--- src/rtl/eth_axis_rx.sv ---
// eth_axis_rx: strips the 14-byte Ethernet header from an 8-bit AXI stream; define ETH_RX_DEST_FILTER_EN to drop frames not addressed to local_mac
module eth_axis_rx #(
  parameter int DATA_WIDTH  = 8,
  parameter int KEEP_ENABLE = 0
) (
  input  logic        clk,
  input  logic        rst_n,
  input  logic [7:0]  s_axis_tdata,
  input  logic        s_axis_tvalid,
  output logic        s_axis_tready,
  input  logic        s_axis_tlast,
  input  logic        s_axis_tuser,
  output logic        m_eth_hdr_valid,
  input  logic        m_eth_hdr_ready,
  output logic [47:0] m_eth_dest_mac,
  output logic [47:0] m_eth_src_mac,
  output logic [15:0] m_eth_type,
  output logic [7:0]  m_eth_payload_axis_tdata,
  output logic        m_eth_payload_axis_tvalid,
  input  logic        m_eth_payload_axis_tready,
  output logic        m_eth_payload_axis_tlast,
  output logic        m_eth_payload_axis_tuser,
  input  logic [47:0] local_mac,
  output logic        busy,
  output logic        error_header_early_termination
);
  typedef enum logic [1:0] {IDLE, HEADER, PAYLOAD, DROP} state_t;
  state_t state, state_next;
  logic [3:0] cnt;
  logic [103:0] hsr;
  logic run, pay_rdy;
  logic [7:0] skid_data;
  logic skid_valid, skid_last, skid_user;
  logic accept, push, capture, early_end, drop_hit, out_free;

  if (DATA_WIDTH != 8 || (KEEP_ENABLE != 0 && KEEP_ENABLE != 1)) begin : g_bad_cfg
    $error("eth_axis_rx: only DATA_WIDTH = 8 is supported");
  end

  assign accept    = s_axis_tvalid && s_axis_tready;
  assign push      = accept && state == PAYLOAD;
  assign capture   = accept && state == HEADER && cnt == 4'd13 && !s_axis_tlast;
  assign early_end = accept && (state == IDLE || state == HEADER) && s_axis_tlast && !drop_hit;
  assign out_free  = !m_eth_payload_axis_tvalid || m_eth_payload_axis_tready;

`ifdef ETH_RX_DEST_FILTER_EN
  logic [47:0] dest_early;
  assign dest_early = {hsr[39:0], s_axis_tdata};
  assign drop_hit = accept && state == HEADER && cnt == 4'd5 && !hsr[32] &&
                    dest_early != local_mac && dest_early != 48'hffff_ffff_ffff;
`else
  logic unused_local_mac;
  assign unused_local_mac = ^local_mac;
  assign drop_hit = 1'b0;
`endif

  // state register, header byte position and post-reset ready enable
  always_ff @(posedge clk or negedge rst_n)
    if (!rst_n) begin
      state <= IDLE;
      cnt   <= 4'd0;
      run   <= 1'b0;
    end else begin
      state <= state_next;
      cnt   <= !accept ? cnt : state_next == HEADER ? cnt + 4'd1 : 4'd0;
      run   <= 1'b1;
    end

  // frame sequencing: tlast always ends the frame, byte 13 opens the payload
  always_comb
    state_next = !accept ? state :
                 s_axis_tlast ? IDLE :
                 state == IDLE ? HEADER :
                 state == HEADER ? (drop_hit ? DROP : cnt == 4'd13 ? PAYLOAD : HEADER) :
                 state;

  // input ready per state; byte 13 waits while an older header is unconsumed
  always_comb begin
    s_axis_tready = state == IDLE ? run :
                    state == HEADER ? (cnt != 4'd13 || !m_eth_hdr_valid || m_eth_hdr_ready) :
                    state == PAYLOAD ? pay_rdy : 1'b1;
    busy = state != IDLE || m_eth_payload_axis_tvalid || skid_valid;
  end

  // shift in header bytes, publish the fields on byte 13, flag short frames
  always_ff @(posedge clk or negedge rst_n)
    if (!rst_n) begin
      hsr                            <= '0;
      m_eth_dest_mac                 <= '0;
      m_eth_src_mac                  <= '0;
      m_eth_type                     <= '0;
      m_eth_hdr_valid                <= 1'b0;
      error_header_early_termination <= 1'b0;
    end else begin
      if (accept && (state == IDLE || state == HEADER))
        hsr <= {hsr[95:0], s_axis_tdata};
      if (capture) begin
        m_eth_dest_mac <= hsr[103:56];
        m_eth_src_mac  <= hsr[55:8];
        m_eth_type     <= {hsr[7:0], s_axis_tdata};
      end
      m_eth_hdr_valid                <= capture || (m_eth_hdr_valid && !m_eth_hdr_ready);
      error_header_early_termination <= early_end;
    end

  // payload output register with one-entry skid; ready is high whenever the skid will be empty
  always_ff @(posedge clk or negedge rst_n)
    if (!rst_n) begin
      m_eth_payload_axis_tdata  <= '0;
      m_eth_payload_axis_tvalid <= 1'b0;
      m_eth_payload_axis_tlast  <= 1'b0;
      m_eth_payload_axis_tuser  <= 1'b0;
      skid_data                 <= '0;
      skid_valid                <= 1'b0;
      skid_last                 <= 1'b0;
      skid_user                 <= 1'b0;
      pay_rdy                   <= 1'b0;
    end else begin
      if (out_free) begin
        m_eth_payload_axis_tvalid <= skid_valid || push;
        m_eth_payload_axis_tdata  <= skid_valid ? skid_data : s_axis_tdata;
        m_eth_payload_axis_tlast  <= skid_valid ? skid_last : s_axis_tlast;
        m_eth_payload_axis_tuser  <= skid_valid ? skid_user : s_axis_tlast && s_axis_tuser;
        skid_valid                <= 1'b0;
      end else if (push) begin
        skid_data  <= s_axis_tdata;
        skid_last  <= s_axis_tlast;
        skid_user  <= s_axis_tlast && s_axis_tuser;
        skid_valid <= 1'b1;
      end
      pay_rdy <= out_free || (!push && !skid_valid);
    end
endmodule

--- config.mk ---
export PLATFORM = sky130hd
export DESIGN_NAME = eth_axis_rx
export DESIGN_NICKNAME = d
export VERILOG_FILES = /design/src/rtl/eth_axis_rx.sv
export SDC_FILE = /design/constraint.sdc
export NUM_CORES = 1
export LEC_CHECK = 0
export CAP_MARGIN = 30
export CORE_ASPECT_RATIO = 1.2
export CORE_MARGIN = 3
export CORE_UTILIZATION = 55
export CTS_CLUSTER_DIAMETER = 40
export DETAILED_ROUTE_END_ITERATION = 10
export PLACE_DENSITY = 0.91
export SYNTH_ARGS = -nofsm -noshare
export SYNTH_HDL_FRONTEND = slang
export SYNTH_SLANG_ARGS = --single-unit
--- constraint.sdc ---
create_clock -name clk -period 4.41 [get_ports clk]
set_input_delay 0.882 -clock clk [delete_from_list [all_inputs] [get_ports clk]]
set_output_delay 0.882 -clock clk [all_outputs]
set_load 0.02 [all_outputs]
### After elaboration in Yosys (flattened, before gate mapping)

Index checks and enable logic that the tools add are counted.

| storage, ports and cells | value |
|---|---|
| word-level logic and storage cells | 68 |
| output and inout bits | 127 |
| bits in registers | 248 |
| bits of input ports | 63 |

| operators by class | value |
|---|---|
| $add $sub $neg | 1 |
| eq/ne operators | 5 |
| reduce and logical (&&, ||, !) cells | 29 |
| mux-type cells | 14 |
| bitwise operators | 1 |

Operators by type and width:

| kind | number |
|---|---|
| $logic_and A1 B1 Y1 | 10 |
| $mux W2 | 5 |
| $logic_or A1 B1 Y1 | 9 |
| $mux W8 | 1 |
| $mux W1 | 7 |
| $logic_not A1 Y1 | 6 |
| $add A4 B1 Y4 const B | 1 |
| $eq A2 B1 Y1 const B | 2 |
| $eq A4 B4 Y1 const B | 1 |
| $mux W4 | 1 |
| $ne A4 B4 Y1 const B | 1 |
| $reduce_bool A2 Y1 | 2 |
| $eq A2 B2 Y1 const B | 1 |
| $logic_not A2 Y1 | 1 |
| $reduce_and A2 Y1 | 1 |
| $not A1 Y1 | 1 |

### Depth between registers and ports, before layout

| depth | value |
|---|---|
| depth after elaboration | 10 |
| depth in mapped cells | 8 |
| gate-level depth less buffers | 6 |

### Worst setup path before layout

OpenSTA, ideal clock, no wires.

| timing | value |
|---|---|
| path kind | input port to output port |
| start | input port m_eth_hdr_ready |
| end | output port s_axis_tready |
| path buffers | 0 |
| stages | 3 |
| arrival time | 1537 ps |
| required time | 3528 ps |
| slack | 1991 ps |
| cells stage by stage | nand2b_1 -> o22ai_1 -> a21oi_1 |

| between the ends | value |
|---|---|
| word-level cells in the longest chain between the ends | 3 |

RTL lines:

| what | RTL line | text |
|---|---|---|
| from (decl) | 14 | `input logic m_eth_hdr_ready,` |
| $logic_or A1 B1 Y1 | 80 | `state == HEADER ? (cnt != 4'd13 \|\| !m_eth_hdr_valid \|\| m_eth_hdr_ready) :` |
| $mux W1 | 80 |  |
| $mux W1 | 79 | `s_axis_tready = state == IDLE ? run :` |
| to (decl) | 10 | `output logic s_axis_tready,` |

Every way passes these cells.

### Worst setup path in the final report

Ends and elaborated chain as after synthesis.

==> flow_summary.ini <==
[placed_design]
dp_slack_ns = 1.01
io_buffers = 141
place_congestion = 0.792
dp.final_hpwl_mm = 12.0

[cts]
post_cts_buffers = 0
holdBufCountCts = 0
clk_latency_ns = 0.54
clk_pin_slew_ns = 0.06
numClockSinks = 248
cts_tree = yes
h-tree-depth = 1
root_buffer = clkbuf_16
cts_buffer_depth = 3
cts-resized-gates = 0
cts_inserted_buffers = 28

[global_routing]
grt_max_degree = 116
grt_use_total = 0.206
antenna_found_initial = 0
grt_pass1_vias = 5737
grt_pass1_wl_mm = 32.0
grt_overflow = 0

[critical_path]
crit_required_ns = 3.53
criticalPathCategory = primary input to primary output
critPathLaunchType = primary input
r2r_start = cnt[1]
cpMaxStageDelayCell = clkdlybuf4s50_1
crit_buf_inv = 2
cpMostUsedCell = clkdlybuf4s50_1
path_max_fanout = 4
max_stage_delay_ns = 0.64
cp_cell_sequence = clkdlybuf4s50_1, nand2b_1, o22ai_1, a21oi_1, clkdlybuf4s50_1
cp-startpoint = m_eth_hdr_ready
crit_family = buffers and inverters
crit_arrival_ns = 2.51
r2r_slack_ns = 1.69
end_kind = primary output

[timing]
slew_viol_final = 0
fin_ws_ns = 1.02
whs_ns = 0.435
finalCritPeriodShare = 0.769
min_period_ns = 3.39
setup_tns_ns = 0
finalHoldViolCount = 0
slew_headroom = 0.443
worst_pin_slew_ns = 0.836
rsz0062_at_grt = no
worst_clock_skew_ns = 0.0251
fmax_ghz = 0.295
setup_viol = 0

[power]
p_seq_frac = 0.477
p_clk_frac = 0.327
power_w = 0.00707
ir_drop_mv = 0.391
power_density_nw_per_um2 = 577
comb_power_share = 0.196
netSwitchingFraction = 0.276
leakage_nw = 5.82
p_int_w = 0.00512
power_switching_w = 0.00195

[drt]
wl_mm = 19.4
first_pass_iters = 4
post-route-drc-count = 0
drtIter0Drc = 299
via_per_inst = 5.43
vias = 5275
wl_per_cell_um = 20.0
ant_nets = 0

[die]
die-area_sq_um = 19300
start_util = 0.567
io_pins = 190
die_width_um = 127
rows = 52
core-area_sq_um = 17100
die_h_um = 152

[layout]
fill_cells = 1026
antennaDiodeCount = 0
syn_to_final_growth_pct = 26.2
final_nets = 799
drive_above_1_share = 0.375

[synthesis]
syn_area_sq_um = 9710
yosys_warnings = 0
synth_cells = 586
ys_seq_elements = 248
syn_area_per_cell_sq_um = 16.6
synth_nets = 651
synth-seq-area-share = 0.639
synthDistinctLibCells = 34

[outcome]
run_status = completed

[worst_hold_path]
hp-class = primary input to asynchronous set/reset pin

[run]
drv_cap = 0
-- worst register-to-register path, cell delays in order (launching register included) --
cell and delay (ns):
dfrtp_1 0.40, inv_1 0.09, ha_1 0.18, nand4_1 0.17
or4_4 0.89, buf_12 0.47, mux2_4 0.39
-- logic make-up (layout without fill, tap and decap cells) --
logic type      after synthesis  count (layout)  share of synthesized area
compound gates               25              25                     0.0165
flops                       248             248                      0.639
other cells                   1               1                   0.000386
simple gates                 42              42                     0.0220
fa+ha+maj                     2               2                    0.00258
mux                         235             235                      0.298
buf+inv                      33             202                     0.0211
-- final cells by class --
type / count / area, sq um / area share
Sequential cell: 248 / 6210 / 0.507
Clock inverter: 14 / 148 / 0.0121
Tap cell: 216 / 270 / 0.0221
Inverter: 4 / 15.0 / 0.00123
Multi-Input combinational cell: 305 / 3300 / 0.270
Timing Repair Buffer: 147 / 1500 / 0.122
Clock buffer: 37 / 805 / 0.0657
-- cells in the final DEF, fill, tap and decap left out, drive strengths merged, types with 3 or more instances in the layout --
master	count
clkdlybuf4s50	140
nor3	4
buf	7
nand2b	5
inv	6
dfrtp	248
nand2	14
mux2	225
nor2b	3
mux2i	10
clkinv	8
o21ai	11
nor2	6
a21o	3
or4	3
clkbuf	37
-- Yosys cell counts --
cell / instances / area, sq um
buf_4: 1 / 7.51
dfrtp_1: 248 / 6210
and3_1: 1 / 6.26
nand2_1: 14 / 52.6
mux2i_1: 10 / 100
a21o_1: 3 / 22.5
buf_2: 14 / 70.1
or4_1: 3 / 22.5
o21ai_0: 11 / 55.1
and2_1: 1 / 6.26
mux2_4: 69 / 1040
conb_1: 1 / 3.75
a31oi_1: 1 / 6.26
nand4_1: 2 / 12.5
buf_6: 8 / 90.1
a211o_1: 2 / 17.5
o31a_1: 1 / 8.76
nor3_1: 4 / 20.0
buf_1: 1 / 3.75
inv_1: 4 / 15.0
nand2b_1: 5 / 31.3
o22ai_1: 1 / 6.26
nor2_1: 6 / 22.5
o31ai_1: 2 / 15.0
nor3b_1: 1 / 7.51
a221o_1: 1 / 10.0
ha_1: 2 / 25.0
nor2b_1: 3 / 18.8
clkbuf_1: 5 / 18.8
a21oi_1: 2 / 10.0
mux2_2: 156 / 1760
and4_1: 1 / 8.76
nand3_1: 1 / 5.00
a32oi_1: 1 / 8.76
-- state kept, by name, summed over array words and instances (netlist names) --
name	count
hsr	104
m_eth_dest_mac	48
m_eth_src_mac	48
m_eth_type	16
m_eth_payload_axis_tdata	8
skid_data	8
cnt	4
state	2
error_header_early_termination	1
m_eth_hdr_valid	1
m_eth_payload_axis_tlast	1
m_eth_payload_axis_tuser	1
m_eth_payload_axis_tvalid	1
pay_rdy	1
run	1
skid_last	1
skid_user	1
skid_valid	1
-- per-stage QoR --
step	cell area, sq um	util	instances
2_1_floorplan	9710	-	586
3_3_place_gp	11300	0.660	919
3_5_place_dp	11300	0.660	920
4_1_cts	12200	0.716	971
5_1_grt	12200	0.716	971
6_report	12200	0.716	971
-- path summary, 6_finish.rpt --
kind	end	cells after the start
worst max register to register	m_eth_dest_mac[46]	6
max in group asynchronous	m_eth_src_mac[28]	2
min in group clk	m_eth_payload_axis_tdata[5]	2
worst max-delay path	s_axis_tready	5
worst min-delay path	m_eth_dest_mac[36]	1
worst min register to register	m_eth_payload_axis_tdata[5]	2
-- power by group through the flow --
stage	Clock (W)	Combinational, W	Sequential [W]
final	0.00231	0.00138	0.00337
after global routing	0.00246	0.00149	0.00346
after CTS	0.00235	0.00141	0.00338
after detailed placement	0	0.00138	0.00339
after global placement	0	0.00131	0.00333
after floorplan	0	0.000794	0.00336
-- per-layer routing --
layer	routed length [um]	vias up	part of all wire	GRT usage
met3	1060	29	0.055	0.0463
met2	10200	130	0.52	0.355
met5	0	-	0	0
li1	-	2372	-	-
met1	7900	2744	0.41	0.269
met4	295	0	0.015	0.0461
Power figures use the tool's default switching activity.
